$ cat src/rtl/thread_cache_pkg.sv
// Shared definitions for the thread cache: FSM encoding, memory latency
// of the companion slow-memory model, and statistics counter helpers.
package thread_cache_pkg;

    typedef enum logic [1:0] {
        IDLE     = 2'd0,
        RD_ISSUE = 2'd1,
        RD_WAIT  = 2'd2,
        WR_ISSUE = 2'd3
    } state_t;

    localparam int          WORD     = 16;
    localparam int          MEMDELAY = 4;
    localparam logic [15:0] CNT_MAX  = 16'hFFFF;

    function automatic logic [15:0] sat_inc(input logic [15:0] value);
        return (value == CNT_MAX) ? value : value + 16'd1;
    endfunction

endpackage

$ cat src/rtl/thread_cache_rr_arbiter.sv
// Round-robin arbiter: the search starts at ptr, and ptr moves to the slot
// after the winner whenever the grant is taken.
module rr_arbiter
    import thread_cache_pkg::*;
#(
    parameter  int NTHREADS = 2,
    localparam int TIW      = (NTHREADS > 1) ? $clog2(NTHREADS) : 1
) (
    input  logic                clk,
    input  logic                reset,
    input  logic [NTHREADS-1:0] req,
    input  logic                advance,
    output logic                gnt_valid,
    output logic [TIW-1:0]      gnt_idx
);

    logic [TIW-1:0] ptr;

    function automatic logic [TIW-1:0] wrap_add(input logic [TIW-1:0] base, input int offs);
        int sum;
        sum = int'(base) + offs;
        if (sum >= NTHREADS) sum = sum - NTHREADS;
        return TIW'(sum);
    endfunction

    // Scan from farthest to nearest so the slot closest to ptr wins.
    always_comb begin
        gnt_valid = 1'b0;
        gnt_idx   = '0;
        for (int i = NTHREADS - 1; i >= 0; i--) begin
            if (req[wrap_add(ptr, i)]) begin
                gnt_valid = 1'b1;
                gnt_idx   = wrap_add(ptr, i);
            end
        end
    end

    always_ff @(posedge clk or negedge reset) begin
        if (!reset) begin
            ptr <= '0;
        end else if (advance) begin
            ptr <= wrap_add(gnt_idx, 1);
        end
    end

endmodule

$ cat src/rtl/thread_cache.sv
// Direct-mapped, write-through, no-write-allocate cache shared by several
// request threads in front of a slow handshake memory.
//   state    | meaning
//   IDLE     | arbitrate; read hits complete here
//   RD_ISSUE | one-cycle read strobe to memory
//   RD_WAIT  | wait for mem_mfc, then fill and ack
//   WR_ISSUE | one-cycle write strobe, update line on tag hit, ack
module thread_cache
    import thread_cache_pkg::*;
#(
    parameter int NTHREADS = 2,
    parameter int LINES    = 8,
    parameter int AW       = 16,
    parameter int DW       = 16
) (
    input  logic                   clk,
    input  logic                   reset,
    input  logic [NTHREADS-1:0]    req_valid,
    input  logic [NTHREADS-1:0]    req_rnotw,
    input  logic [NTHREADS*AW-1:0] req_addr,
    input  logic [NTHREADS*DW-1:0] req_wdata,
    output logic [NTHREADS-1:0]    req_ack,
    output logic [DW-1:0]          rsp_rdata,
    input  logic                   flush,
    output logic                   mem_strobe,
    output logic                   mem_rnotw,
    output logic [AW-1:0]          mem_addr,
    output logic [DW-1:0]          mem_wdata,
    input  logic                   mem_mfc,
    input  logic [DW-1:0]          mem_rdata,
    output logic [15:0]            hit_count,
    output logic [15:0]            miss_count
);

    localparam int IW  = $clog2(LINES);
    localparam int TW  = AW - IW;
    localparam int TIW = $clog2(NTHREADS);

    state_t              state, state_n;
    logic [TIW-1:0]      cur_thr, thr_n;
    logic                gnt_valid, advance;
    logic [TIW-1:0]      gnt_idx;
    logic [NTHREADS-1:0] ack_n;
    logic [DW-1:0]       rdata_n, wdata_n;
    logic                strobe_n, rnotw_n;
    logic [AW-1:0]       addr_n;
    logic [15:0]         hits_n, misses_n;
    logic                fill, wr_upd;

    logic [LINES-1:0]    valid;
    logic [TW-1:0]       tag_mem  [LINES];
    logic [DW-1:0]       data_mem [LINES];

    logic [AW-1:0]       sel_addr;
    logic [DW-1:0]       sel_wdata;
    logic                sel_rnotw, sel_hit, cur_hit;
    logic [IW-1:0]       sel_idx, cur_idx;

    // A thread whose ack is showing still holds req_valid; keep it out.
    rr_arbiter #(.NTHREADS(NTHREADS)) u_arb (
        .clk       (clk),
        .reset     (reset),
        .req       (req_valid & ~req_ack),
        .advance   (advance),
        .gnt_valid (gnt_valid),
        .gnt_idx   (gnt_idx)
    );

    assign sel_addr  = req_addr[gnt_idx*AW +: AW];
    assign sel_wdata = req_wdata[gnt_idx*DW +: DW];
    assign sel_rnotw = req_rnotw[gnt_idx];
    assign sel_idx   = sel_addr[IW-1:0];
    assign sel_hit   = valid[sel_idx] && (tag_mem[sel_idx] == sel_addr[AW-1:IW]);
    assign cur_idx   = mem_addr[IW-1:0];
    assign cur_hit   = valid[cur_idx] && (tag_mem[cur_idx] == mem_addr[AW-1:IW]);

    always_comb begin
        state_n  = state;
        thr_n    = cur_thr;
        ack_n    = '0;
        rdata_n  = rsp_rdata;
        strobe_n = 1'b0;
        rnotw_n  = mem_rnotw;
        addr_n   = mem_addr;
        wdata_n  = mem_wdata;
        hits_n   = hit_count;
        misses_n = miss_count;
        advance  = 1'b0;
        fill     = 1'b0;
        wr_upd   = 1'b0;
        case (state)
            IDLE: begin
                if (gnt_valid) begin
                    advance = 1'b1;
                    thr_n   = gnt_idx;
                    if (sel_rnotw && sel_hit) begin
                        ack_n[gnt_idx] = 1'b1;
                        rdata_n        = data_mem[sel_idx];
                        hits_n         = sat_inc(hit_count);
                    end else if (sel_rnotw) begin
                        state_n  = RD_ISSUE;
                        strobe_n = 1'b1;
                        rnotw_n  = 1'b1;
                        addr_n   = sel_addr;
                    end else begin
                        state_n  = WR_ISSUE;
                        strobe_n = 1'b1;
                        rnotw_n  = 1'b0;
                        addr_n   = sel_addr;
                        wdata_n  = sel_wdata;
                    end
                end
            end
            RD_ISSUE: state_n = RD_WAIT;
            RD_WAIT: begin
                if (mem_mfc) begin
                    fill           = 1'b1;
                    ack_n[cur_thr] = 1'b1;
                    rdata_n        = mem_rdata;
                    misses_n       = sat_inc(miss_count);
                    state_n        = IDLE;
                end
            end
            WR_ISSUE: begin
                wr_upd         = cur_hit;
                ack_n[cur_thr] = 1'b1;
                state_n        = IDLE;
            end
            default: state_n = IDLE;
        endcase
    end

    always_ff @(posedge clk or negedge reset) begin
        if (!reset) begin
            state      <= IDLE;
            cur_thr    <= '0;
            req_ack    <= '0;
            rsp_rdata  <= '0;
            mem_strobe <= 1'b0;
            mem_rnotw  <= 1'b1;
            mem_addr   <= '0;
            mem_wdata  <= '0;
            hit_count  <= '0;
            miss_count <= '0;
            valid      <= '0;
        end else begin
            state      <= state_n;
            cur_thr    <= thr_n;
            req_ack    <= ack_n;
            rsp_rdata  <= rdata_n;
            mem_strobe <= strobe_n;
            mem_rnotw  <= rnotw_n;
            mem_addr   <= addr_n;
            mem_wdata  <= wdata_n;
            hit_count  <= hits_n;
            miss_count <= misses_n;
            // Flush wins over a coincident fill, leaving that line invalid.
            if (flush) begin
                valid <= '0;
            end else if (fill) begin
                valid[cur_idx] <= 1'b1;
            end
        end
    end

    always_ff @(posedge clk) begin
        if (fill) begin
            tag_mem[cur_idx]  <= mem_addr[AW-1:IW];
            data_mem[cur_idx] <= mem_rdata;
        end else if (wr_upd) begin
            data_mem[cur_idx] <= mem_wdata;
        end
    end

endmodule

$ cat config.mk
export PLATFORM = sky130hd
export DESIGN_NAME = thread_cache
export DESIGN_NICKNAME = d
export VERILOG_FILES = /design/src/rtl/thread_cache_pkg.sv /design/src/rtl/thread_cache_rr_arbiter.sv /design/src/rtl/thread_cache.sv
export SDC_FILE = /design/constraint.sdc
export NUM_CORES = 1
export LEC_CHECK = 0
export CAP_MARGIN = 5
export CORE_ASPECT_RATIO = 1.1
export CORE_MARGIN = 5
export CORE_UTILIZATION = 30
export CTS_BUF_LIST = sky130_fd_sc_hd__clkbuf_2 sky130_fd_sc_hd__clkbuf_4 sky130_fd_sc_hd__clkbuf_8
export DETAILED_ROUTE_END_ITERATION = 10
export PLACE_DENSITY = 0.53
export SKIP_LAST_GASP = 1
export SLEW_MARGIN = 0
export SYNTH_ARGS = -nofsm -noshare
export SYNTH_HDL_FRONTEND = slang
export SYNTH_SLANG_ARGS = --single-unit
$ cat constraint.sdc
create_clock -name clk -period 4 [get_ports clk]
set_input_delay 0.6 -clock clk [delete_from_list [all_inputs] [get_ports clk]]
set_output_delay 0.6 -clock clk [all_outputs]
set_load 0.01 [all_outputs]
# After elaboration in Yosys (flattened, before gate mapping)
# Memories as Yosys holds them, arrays and structs flattened.
# Index checks and enable logic that the tools add are counted.
dict set report op_classes {
  add_sub_neg 7
  mul 0
  div_mod_pow 0
  magnitude_cmp 12
  eq_ne 11
  shifts 2
  muxes 53
  bitwise 8
  reduce_logical 16
}
# operator n
set ops {}
lappend ops {{2-to-1 mux 16 bit} 4}
lappend ops {{variable part select 32 x 6 -> 16 bit} 2}
lappend ops {{adder 16 x 1 -> 16 bit (second input constant)} 2}
lappend ops {{equality test 16 bit (second input constant)} 2}
lappend ops {{2-to-1 mux 1 bit} 32}
lappend ops {{case mux 16 bit (2 select lines)} 1}
lappend ops {{equality test 13 bit} 2}
lappend ops {{2-to-1 mux 8 bit} 2}
lappend ops {{2-to-1 mux 2 bit} 7}
lappend ops {{AND reduction 4 bit} 3}
lappend ops {{AND reduction 3 bit} 3}
lappend ops {{< comparator 1 x 2 -> 1 bit (second input constant)} 4}
lappend ops {{< comparator 3 x 4 -> 1 bit (second input constant)} 2}
lappend ops {{inequality test 2 bit (second input constant)} 4}
lappend ops {{OR 8 bit} 1}
lappend ops {{case mux 2 bit (4 select lines)} 1}
lappend ops {{binary-select mux 1 bit (select 3 bit)} 2}
lappend ops {{logical AND 1 bit} 6}
lappend ops {{case mux 2 bit (3 select lines)} 1}
lappend ops {{adder 1 x 1 -> 2 bit (second input constant)} 2}
lappend ops {{equality test 2 bit (second input constant)} 2}
lappend ops {{greater-or-equal comparator 2 bit (second input constant)} 2}
lappend ops {{NOT 1 bit} 4}
lappend ops {{nonzero test 2 bit} 2}
lappend ops {{other kinds (12)} 16}
dict set report word_totals {
  reg_bits 96
  latch_bits 0
  ramBits 232
  mem_bits_ro 0
  in_bits 88
  wordCells 123
  n_memories 2
}
# memory depth width read_ports rd_ports_with_merged_regs wr line_no
set mem_list {}
lappend mem_list {data_mem 8 16 1 0 1 thread_cache.sv:52} ;# logic [DW-1:0] data_mem [LINES];
lappend mem_list {tag_mem 8 13 2 0 1 thread_cache.sv:51} ;# logic [TW-1:0] tag_mem [LINES];

# Logic depth before layout (Yosys ltp)
# Gate-level depths: netlist (run 1).
dict set report depth {
  depth_word 15
  mapped_depth 17
}

# Modules after synthesis
# From an unflattened synthesis (run 1), not the netlist that was laid out.
dict set report unflattened {
  hier_cells 1345
  area_unflattened_um2 15911.5
}
# mod n_inst cells_per_inst area_per_inst_um2
set by_module_without_submodules {}
lappend by_module_without_submodules {thread_cache 1 1339 15849.0}
lappend by_module_without_submodules {rr_arbiter 1 6 62.6}

# Least setup slack after synthesis (run 1)
# Ideal clock, no wire load.
dict set report synth_path {
  path_type {register -> register}
  startpoint {register mem_addr[2]}
  endpoint {memory data_mem[4][0], enable pin}
  arrival_ps 3483
  t_required_ps 3612
  setup_slack_ps 129
  stages_incl_launch_ff 14
  n_path_buf 5
  period_less_slack_ps 3871
  cell_sequence {dfrtp_1 -> buf_2 -> buf_1 -> buf_2 -> clkbuf_1 -> o221ai_1 -> o21ai_0 -> o2111ai_1 -> nor4_1 -> nand4_1 -> clkbuf_1 -> nand2_1 -> nand2_1 -> nor2_1}
}
dict set report synth_via {
  elab_chain_len 8
}
# element line_no
set synth_rtl {}
lappend synth_rtl {{start: declaration} thread_cache.sv:27} ;# output logic [AW-1:0] mem_addr,
lappend synth_rtl {{start signal: assignment} thread_cache.sv:153} ;# mem_addr <= addr_n;
lappend synth_rtl {{memory (8 x 13 bit) or binary-select mux 1 bit (select 3 bit) (tied branches)} -}
lappend synth_rtl {{equality test 13 bit or 2-to-1 mux 1 bit (tied branches)} thread_cache.sv:75} ;# assign cur_hit = valid[cur_idx] && (tag_mem[cur_idx] == mem_addr[AW-1:IW]);
lappend synth_rtl {{logical AND 1 bit} thread_cache.sv:75}
lappend synth_rtl {{2-to-1 mux 1 bit} thread_cache.sv:91} ;# case (state)
lappend synth_rtl {{2-to-1 mux 1 bit} thread_cache.sv:170} ;# end else if (wr_upd) begin
lappend synth_rtl {{2-to-1 mux 1 bit} thread_cache.sv:167} ;# if (fill) begin
lappend synth_rtl {{2-to-1 mux 1 bit (implied by the code)} thread_cache.sv:171} ;# data_mem[cur_idx] <= mem_wdata;
lappend synth_rtl {{OR 1 bit (no source line)} -}
lappend synth_rtl {{end: declaration} thread_cache.sv:52}
# Several ways; a longest one is shown, not always the timed one. The select of a mux whose other input is x is not followed.

# Worst setup path in the final report (run 1)
dict set report layout_path {
  startpoint {input port req_valid[0]}
  endpoint {register rsp_rdata[12]}
}
dict set report layout_via {
  elab_chain_len 12
}
# element line_no
set layout_rtl {}
lappend layout_rtl {{start: declaration} thread_cache.sv:18} ;# input logic [NTHREADS-1:0] req_valid,
lappend layout_rtl {{bitwise AND 2 bit *} thread_cache.sv:63} ;# .req (req_valid & ~req_ack),
lappend layout_rtl {{2-to-1 mux 1 bit (implied by the code) (2 in a row)} thread_cache_rr_arbiter.sv:31} ;# if (req[wrap_add(ptr, i)]) begin
lappend layout_rtl {{2-to-1 mux 1 bit (2 in a row)} thread_cache_rr_arbiter.sv:31}
lappend layout_rtl {{variable part select 32 x 6 -> 16 bit} thread_cache.sv:69} ;# assign sel_addr = req_addr[gnt_idx*AW +: AW];
lappend layout_rtl {{memory (8 x 13 bit) or binary-select mux 1 bit (select 3 bit) (tied branches)} -}
lappend layout_rtl {{equality test 13 bit or 2-to-1 mux 1 bit (tied branches)} thread_cache.sv:73} ;# assign sel_hit = valid[sel_idx] && (tag_mem[sel_idx] == sel_addr[AW-1:IW]);
lappend layout_rtl {{logical AND 1 bit} thread_cache.sv:73}
lappend layout_rtl {{logical AND 1 bit} thread_cache.sv:96} ;# if (sel_rnotw && sel_hit) begin
lappend layout_rtl {{inequality test 2 bit (no source line)} -}
lappend layout_rtl {{AND reduction 4 bit (no source line)} -}
lappend layout_rtl {{end signal: assignment} thread_cache.sv:150} ;# rsp_rdata <= rdata_n;
lappend layout_rtl {{end: declaration} thread_cache.sv:23} ;# output logic [DW-1:0] rsp_rdata,
# Every way passes the cells marked *; elsewhere a longest branch is shown, timed or not. The select of a mux whose other input is x is not followed.
# A chain may end at the register's enable or synchronous reset.

==> metrics.txt, run 1 <==
Critical Path Source Type input pin; worst relative slew slack 26.41%; syn_area_per_cell 12.00 µm²; area growth from synthesis to layout 28.93%; top cell type's share of synthesized area 45.06%; Starting DRT DRC Count 1141; H-tree depth 2; VDD IR max 330.7 µV; #FFs+latches synth 328; setup TNS 0 ns; fin. max-slew vios 0; die area 0.05619 mm²; Syn Inst Count 1289; Final GP Congestion 0.8921; DRC errors left 0; routed vias/inst 5.159; initial antenna violation count 2; Crit. End Element register; Leakage 7.604 nW; Post-Route WL 50360 µm; status finished clean; Commonest cells post-synth edfxtp_1 (232), nand2_1 (195), nand3_1 (114); Final #Nets 1640; Final min period 3.841 ns; CTS root buffer clkbuf_8; Routed WL per cell 22.22 µm; CP Cell Sequence clkdlybuf4s50_1 > or3b_1 > buf_4 > and2_1 > o32ai_1 > o32ai_1 > o31ai_1 > nand4_1 > nor4_1 > nand4_1 > buf_4 > o21a_1 > buf_12 > mux2_4; count leader, synth edfxtp_1; Worst Path Max Fanout 16; Post-synth ARST share 29.27%; critical path's largest stage delay 0.47 ns; Main synth FF type edfxtp_1; Post-DP Area 0.01875 mm²; Clock Sinks 328; Finished Layout Cells 2266; Worst-path clk slew 0.06 ns; Clock Tree Buf Depth 3; vias 11.69k; Crit-path slowest cell clkdlybuf4s50_1; largest net degree at the start of global routing 66; number of global-route vias before repair 11.72k; clk_lat worst skew 0.66 ns; CTS Hold Bufs 0; Slew @ Worst Pin 1.096 ns; setup violators final 0; Tcrit/Tclk final 96.02%; Initial Util 30.22%; Final Hold Viols 0; die width 226.5 µm; GRT Overall Usage 17.38%; input/output buffers 171; DPL Wire Length 33210 µm; RSZ-0062 raised after global routing no; ANT nets after route 0; ranking of synthesized cells by area edfxtp_1 (45%), dfrtp_1 (15%), nand2_1 (4.7%); required time worst endpoint 4.52 ns; post-synth cell types 70; post-synthesis sequential area ratio 60.60%; net count after synthesis 1379; FP Rows 87; die height 248.1 µm; core area 0.05116 mm²; power after layout 13.16 mW; max cap viols 0; fin area 0.01994 mm²; min-delay worst type input pin to async pin; I/O pin count 172; Post-synth EDFFs 232; first-pass GRT wire length 74170 µm; final setup skew 0.03274 ns; Peak Freq 260.4 MHz; # fillers 4940; global route overflow 0; layout cell share with drive strength beyond 1 18.40%; number of buffers created by CTS 57; cell taking the most area after synthesis edfxtp_1; Placed Cells 2158; Power Density 659.9 mW/mm²; Post-Syn Area 0.01546 mm²; Ys Warns 0; WP data arrival 4.37 ns; WS Path Type input pin to register; first-pass iteration count of the detailed router 5; CTS tree done
## sequential cells by signal, summed over array words and instances, names as in the netlist
register and count:
hit_count 16, cur_thr 1, state 2, mem_wdata 16
rsp_rdata 16, mem_rnotw 1, data_mem 128, u_arb.ptr 1
tag_mem 104, miss_count 16, mem_addr 16, valid 8
req_ack 2, mem_strobe 1
## metal layers
| metal | vias to the layer above | global-route usage, % | part of all wire [%] |
|---|---|---|---|
| met5 | - | 0 | 0.054 |
| met4 | 4 | 4.566 | 2.0 |
| met3 | 76 | 3.347 | 7.7 |
| met2 | 480 | 28.94 | 48 |
| met1 | 5785 | 23.43 | 42 |
| li1 | 5345 | - | - |
## report_power, final
part           switching, mW  leakage [nW]  total, mW  internal, mW
Sequential             0.628          3.31       4.99          4.36
Clock                   1.41         0.624       3.15          1.75
Combinational           2.75          3.67       5.01          2.26
## cell type report
cell class                 count  area (µm²)  area share, %
multi-input combinational    855        5628          28.23
sequential                   328        9371          47.01
tap                          667       834.6          4.186
clock buffer                  88        1061          5.322
antenna                        1       2.502        0.01255
clock inverter                19       112.6         0.5649
inverter                      20       75.07         0.3766
timing repair buffer         288        2850          14.30
## timing repair
action / CTS / global route
setup endpoints to repair: 0 / 1
gates resized for setup: 0 / 1
buffers inserted: 0 / 0
## kinds of logic (layout without fill, tap and decap cells)
family                     after synthesis  in the layout  synth area share, %
buffers and inverters                  106            415                3.253
other                                    0              1                    0
xor gates and xnor gates                52             52                2.945
DFF                                    328            328                60.60
muxes                                  122            122                9.379
and+or+nand+nor                        471            471                14.25
adders and majority gates                2              2               0.1618
AOI/OAI and AO/OA                      208            208                9.411
## worst max-delay path, delay by kind of cell
family          cells  cell delay (ns)
compound gates      4             0.88
buf+inv             4             1.08
mux                 1             0.30
simple gates        5             1.50
## layout by cell type (no fill, tap or decap), types with 36 or more instances in the layout
master and n:
buf_4 97, clkbuf_8 64, o21ai_0 55, mux2i_1 59, nand2_1 193, clkdlybuf4s50_1 170, mux2_2 36, nor2_1 54
nand3_1 114, dfrtp_1 94, edfxtp_1 232
## final timing paths
kind	slack [ns]	start	depth (start not counted)	end
worst max-delay path	0.16	req_valid[0]	14	rsp_rdata[12]
worst min-delay path	0.04	reset	1	mem_addr[6]
worst max register to register	0.16	u_arb.ptr	13	rsp_rdata[12]
worst min register to register	0.49	cur_thr	1	req_ack[0]
max in group asynchronous	3.14	reset	2	mem_rnotw
min in group clk	0.49	cur_thr	1	req_ack[0]
## per-stage QoR
stage               setup WS, ns  utilization, %  hold WS (ns)
floorplan                 0.1290               -        0.3044
global placement         -0.4521           36.65        0.4627
detailed placement       -0.4888           36.65        0.4780
CTS                       0.1229           38.95      0.005204
global route             0.01008           38.96       0.05341
finish                    0.1591           38.97       0.03749
Note: power is estimated with default switching activity, not from simulation.
==> run 2, diff against run 1 <==
==> constraint.sdc (replaced) <==
create_clock -name clk -period 4 [get_ports clk]
set_input_delay 0.6 -clock clk [delete_from_list [all_inputs] [get_ports clk]]
set_output_delay 0.6 -clock clk [all_outputs]
set_load 0.05 [all_outputs]
==> results of run 2 <==
Same layout as run 1 (identical final DEF). Status: finished clean.
Main changes from that run: total power 13.16 mW -> 14.04 mW; worst IR drop on VDD 330.7 µV -> 585.4 µV
==> run 3, diff against run 2 <==
- ABC_AREA: default -> 1
==> run 3 against run 2 <==
  * Register-to-register slack gained 0.06 ns
  * Flip-flop and latch count is the same
  * Fmax grew 1.5%
  * Power shrank 5.6%
  * Final cell count grew 10%
  * Utilization shrank 0.92 points
  * Setup slack gained 0.055 ns
==> metrics.txt, run 3 <==
ANT nets after route 0; storage element area 0.009370 mm²; Syn Inst Count 1558; Final Core Density 38.04%; commonest non-fill, non-tap cell in the layout nand2_1; post-synth cell types 45; Worst Path Max Fanout 13; area growth from synthesis to layout 26.21%; Synth Area in Simple Gates 21.02%; Clock Tree Buf Depth 3; global route overflow 0; die height 247.3 µm; Final #Nets 1870; Peak Freq 264.2 MHz; worst relative slew slack 28.95%; Top Family by Delay on Critical Path simple AND/OR/NAND/NOR gates; WS Path Type register to register; I/O pin count 172; largest family of logic cells by synthesized area simple AND/OR/NAND/NOR gates; commonest cells after routing, fill and taps aside nand2_1 (373), edfxtp_1 (232), nand3_1 (171); routed vias/inst 4.988; Crit. End Element register; Worst R2R Setup Slack 0.21 ns; max cap viols 0; FP Rows 87; Largest Register data_mem; Final min period 3.785 ns; cell taking the most area after synthesis edfxtp_1; core area 0.05094 mm²; Post-Synth XOR/XNOR Area 1.597%; Clock Sinks 328; critical path's largest stage delay 0.56 ns; first-pass iteration count of the detailed router 6; Initial Util 30.14%; Post-Syn Area 0.01535 mm²; final setup skew 0.04814 ns; CTS Hold Bufs 0; Final GP Congestion 0.9183; DPL Wire Length 33450 µm; #FFs+latches synth 328; required time worst endpoint 4.33 ns; Post-CTS Setup Bufs 0; setup TNS 0 ns; die width 225.7 µm; Tcrit/Tclk final 94.64%; CP Cell Sequence nor2_1 > nand2_1 > inv_1 > a221oi_1 > nand2_1 > nand2_1 > nand2_1 > nor2_1 > nand3_1 > nor2_4 > nand2_2 > a21oi_1 > buf_12; most used cell, CP nand2_1; Ys Warns 0; GRT Overall Usage 17.43%; initial antenna violation count 0; die area 0.05581 mm²; Post-DP Area 0.01818 mm²; number of buffers created by CTS 56; Final Hold Viols 0; CTS tree done; ANT cells 0; post-synthesis compound-gate area fraction 10.11%; multiplexer share of the synthesized area 1.043%; clk_lat worst skew 0.67 ns; number of global-route vias before repair 12.44k; Post-synth EDFFs 232; Commonest cells post-synth nand2_1 (374), edfxtp_1 (232), nand3_1 (171); Power Density 684.0 mW/mm²; Starting DRT DRC Count 1005; biggest regs data_mem (128), tag_mem (104); syn_area_per_cell 9.855 µm²; ranking of synthesized cells by area edfxtp_1 (45%), dfrtp_1 (15%), nand2_1 (9.1%); post-synthesis sequential area ratio 61.03%; min-delay worst type input pin to async pin; Post-Route WL 49730 µm; net count after synthesis 1648; VDD IR max 447.2 µV; Main synth FF type edfxtp_1; Crit-path slowest cell a221oi_1; Post-synth ARST share 29.27%; fin. max-slew vios 0; CP Depth 13; R2R Path End data_mem[2][3]; Critical Path Source Type register; WP data arrival 4.12 ns; Slew @ Worst Pin 1.066 ns; RSZ-0062 raised after global routing no; Multi-input gate area 0.005239 mm²; power after layout 13.25 mW; status finished clean; Worst-path clk slew 0.07 ns; Routed WL per cell 19.94 µm; first-pass GRT wire length 75130 µm; Adder-Cell Fraction of Synth Area 0.1630%; input/output buffers 171; R2R cell count 13; # fillers 5084; H-tree depth 2; Leakage 7.776 nW; layout cell share with drive strength beyond 1 11.28%; buffers and inverters on the worst path 2; Critical Path Source mem_addr[1]; top cell type's share of synthesized area 45.37%; setup violators final 0; count leader, synth nand2_1; CTS root buffer clkbuf_8; post_cts resized 0; vias 12.44k; fin area 0.01938 mm²; DRC errors left 0; CP Capture Point data_mem[2][3]; worst r2r src mem_addr[1]; max reg flops 128; largest net degree at the start of global routing 73
## run 3: per-stage QoR
step | hold slack (ns) | cells | worst slack [ns]
finish | 0.1558 | 2494 | 0.2145
global route | 0.1945 | 2494 | 0.06055
CTS | 0.1465 | 2494 | 0.2561
detailed placement | 0.4717 | 2389 | 0.1027
global placement | 0.4663 | 2389 | 0.1423
floorplan | 0.3044 | 1558 | 0.3091
## run 3: cell families after synthesis
family | after synthesis
AO/OA/AOI/OAI | 255
adder cells (fa/ha/maj) | 2
buffers and inverters | 181
XOR/XNOR | 28
flip-flops | 328
multiplexers | 16
AND/OR/NAND/NOR | 748
## run 3: where the power goes
| group | internal, mW | switching (mW) |
|---|---|---|
| Sequential | 4.26 | 0.418 |
| Combinational | 1.65 | 3.71 |
| Clock | 1.79 | 1.42 |
| Total | 7.70 | 5.55 |
## run 3: worst register-to-register path, cell delays in order (launching register included)
cell	delay (ns)
dfrtp_1	0.48
nor2_1	0.10
nand2_1	0.17
inv_1	0.39
a221oi_1	0.56
nand2_1	0.09
nand2_1	0.11
nand2_1	0.10
nor2_1	0.20
nand3_1	0.16
nor2_4	0.22
nand2_2	0.28
a21oi_1	0.42
buf_12	0.22
## run 3: cell type report
type	instances	area share, %
flip-flops and latches	328	48.35
multi-input cells	1049	27.03
repair buffers	234	11.97
clock buffers	86	5.333
well taps	667	4.306
inverters	111	2.176
clock inverters	19	0.8329
## run 3: routing by layer
layer | vias up | track usage [%] | part of all wire (%)
met3 | 110 | 3.289 | 5.8
li1 | 5864 | - | -
met1 | 6031 | 22.75 | 43
met2 | 436 | 29.29 | 49
met5 | - | 0 | 0
met4 | 0 | 5.715 | 3.1
## run 3: worst min-delay path by stage
stage | end | cells past startpoint
finish | mem_addr[11] | 1
global route | miss_count[6] | 1
CTS | mem_addr[11] | 1
detailed placement | rsp_rdata[5] | 2
global placement | rsp_rdata[7] | 2
floorplan | cur_thr | 0
==> RTL edit: new RTL, config.mk and constraints of run 3 <==
`NTHREADS` is set to 2 in 2 places; all go to 4.
--- a/src/rtl/thread_cache_rr_arbiter.sv
+++ b/src/rtl/thread_cache_rr_arbiter.sv
@@ -3,7 +3,7 @@
 module rr_arbiter
     import thread_cache_pkg::*;
 #(
-    parameter  int NTHREADS = 2,
+    parameter  int NTHREADS = 4,
     localparam int TIW      = (NTHREADS > 1) ? $clog2(NTHREADS) : 1
 ) (
     input  logic                clk,
--- a/src/rtl/thread_cache.sv
+++ b/src/rtl/thread_cache.sv
@@ -8,7 +8,7 @@
 module thread_cache
     import thread_cache_pkg::*;
 #(
-    parameter int NTHREADS = 2,
+    parameter int NTHREADS = 4,
     parameter int LINES    = 8,
     parameter int AW       = 16,
     parameter int DW       = 16
Interface: changed (5 resized); port bits go from 172 to 242. The function was not compared with the original's and may differ.
==> RTL edit against run 3 <==
- wire length increased by 13%
- cell area increased by 12%
- maximum frequency decreased by 1.2%
- largest cell class unchanged
- non-clock buffer count increased by 129
- synthesized area increased by 5.4%
- count of clock-buffer cells in the layout increased by 2
- die area increased by 5.2%
- setup slack got worse by 0.045 ns
- sequential cell count increased by 4
Power is left out: the tool's default activity adds up to more than one toggle a clock period on the data nets, which glitch-free logic cannot reach.
==> RTL edit: results (changes against run 3) <==
- NonClk Buf Share: 0.169 (was 0.120)
- Critical path's slowest cell: dfrtp_1 (was a221oi_1)
- Syn_nets: 1847 (was 1648)
- Max Root-Sink Buffers: 3 (unchanged)
- Multi-input gates: 1127 (was 1049)
- Run status: finished, final reports clean (unchanged)
- Vias in the first global route: 13.9k (was 12.4k)
- Layout cells sized above 1: 0.142 (was 0.113)
- Ys async rst share: 0.301 (was 0.293)
- Slew margin rel.: 0.398 (was 0.289)
- Avg WL per Cell: 20.1 um (was 19.9 um)
- N_diodes: 1 (was 0)
- Logic inverters: 139 (was 111)
- Post-synthesis cell type count: 50 (was 45)
- Initial DRC count: 1238 (was 1005)
- GRT Overall Usage: 0.185 (was 0.174)
- Total placed instance area: 20300 um^2 (was 18200 um^2)
- Pin count of the biggest net entering global routing: 67 (was 73)
- CP Max Fanout: 17 (was 13)
- Avg Cell Area, Syn: 9.61 um^2 (was 9.86 um^2)
- Die area: 58700 um^2 (was 55800 um^2)
- Clock buffers: 88 (was 86)
- First-pass GRT wire length: 84.1 mm (was 75.1 mm)
- Dominant cells by area after synthesis: edfxtp_1, dfrtp_1, nand2_1, nand3_1, nor2_1 (was edfxtp_1, dfrtp_1, nand2_1, nand3_1, o21ai_0)
- Buffers on Ports: 241 (was 171)
- Sequential cell area share: 0.438 (was 0.484)
- Multi-input combinational area share: 0.270 (about the same)
- Total number of vias: 13.9k (was 12.4k)
- FF+latch count: 332 (was 328)
- Vias per std cell: 4.97 (was 4.99)
- Crit-path max cell delay: 0.46 ns (was 0.56 ns)
- Routability cong.: 0.862 (was 0.918)
- Clock latency on the worst-skew pair: 0.66 ns
- Post-DP HPWL: 38.7 mm (was 33.5 mm)
- Most frequent cells after synthesis: nand2_1, edfxtp_1, nor2_1 (was nand2_1, edfxtp_1, nand3_1)
- Worst EP arrival: 4.18 ns (was 4.12 ns)
- Reg2reg start: mem_addr[1]$_DFFE_PN0P_ (unchanged)
- Worst Skew: 0.0408 ns (was 0.0481 ns)
- Fillers: 5279 (was 5084)
- Footprint of the multi-input gates: 5830 um^2 (was 5240 um^2)
- Nets: 2183 (was 1870)
- Postcts setup bufs: 0 (unchanged)
- Pre-CTS WS: -0.240 ns (was 0.103 ns)
- Post-synthesis sequential area ratio: 0.585 (was 0.610)
- TritonCTS Buffers: 58 (was 56)
- ClkCell Share: 0.0567 (was 0.0617)
- Kind of cell adding the most delay to the critical path: simple AND/OR/NAND/NOR gates (unchanged)
- Placed Instances: 2685 (was 2389)
==> RTL edit: cell types whose count changed after synthesis, moves of 17 or more <==
cell | run 3 | this run
inv_1 | 105 | 130
mux2_2 | 0 | 17
nand2_1 | 374 | 333
nand3_1 | 171 | 152
nor2_1 | 144 | 198
o22ai_1 | 26 | 51
==> RTL edit: worst register-to-register path, stage by stage (launching register included) <==
cell and delay, ns:
dfrtp_1 0.46, nor2_1 0.12, nand2_2 0.19, clkinvlp_4 0.27
buf_4 0.24, a22o_1 0.20, a221oi_1 0.28, nand4_1 0.16
nand2_1 0.09, o2111ai_1 0.27, nor4_4 0.36, buf_6 0.25
nor2_1 0.17, nor2_1 0.22, buf_12 0.22
==> RTL edit: final timing paths <==
check | to | slack (ns) | depth (start not counted)
setup / recovery | data_mem[5][5]$_DFFE_PP_ | 0.17 | 14
hold / removal | rsp_rdata[4]$_DFFE_PN0P_ | 0.02 | 1
setup reg to reg | data_mem[5][5]$_DFFE_PP_ | 0.17 | 14
hold reg to reg | rsp_rdata[3]$_DFFE_PN0P_ | 0.49 | 2
max in group asynchronous | u_arb.ptr[1]$_DFFE_PN0P_ | 3.02 | 2
min in group clk | rsp_rdata[3]$_DFFE_PN0P_ | 0.49 | 2
==> RTL edit: metal layers <==
layer | vias to the layer above | routed length, um | global-route usage
li1 | 6525 | - | -
met1 | 6678 | 23400 | 0.245
met2 | 592 | 27000 | 0.307
met3 | 98 | 4430 | 0.0411
met4 | 0 | 1390 | 0.0545
met5 | - | 0 | 0
==> RTL edit: cell families after synthesis <==
family,share of synthesized area
AO/OA/AOI/OAI,0.112
XOR/XNOR,0.0157
adder cells (fa/ha/maj),0.00464
buffers and inverters,0.0590
flip-flops,0.585
multiplexers,0.0217
AND/OR/NAND/NOR,0.202
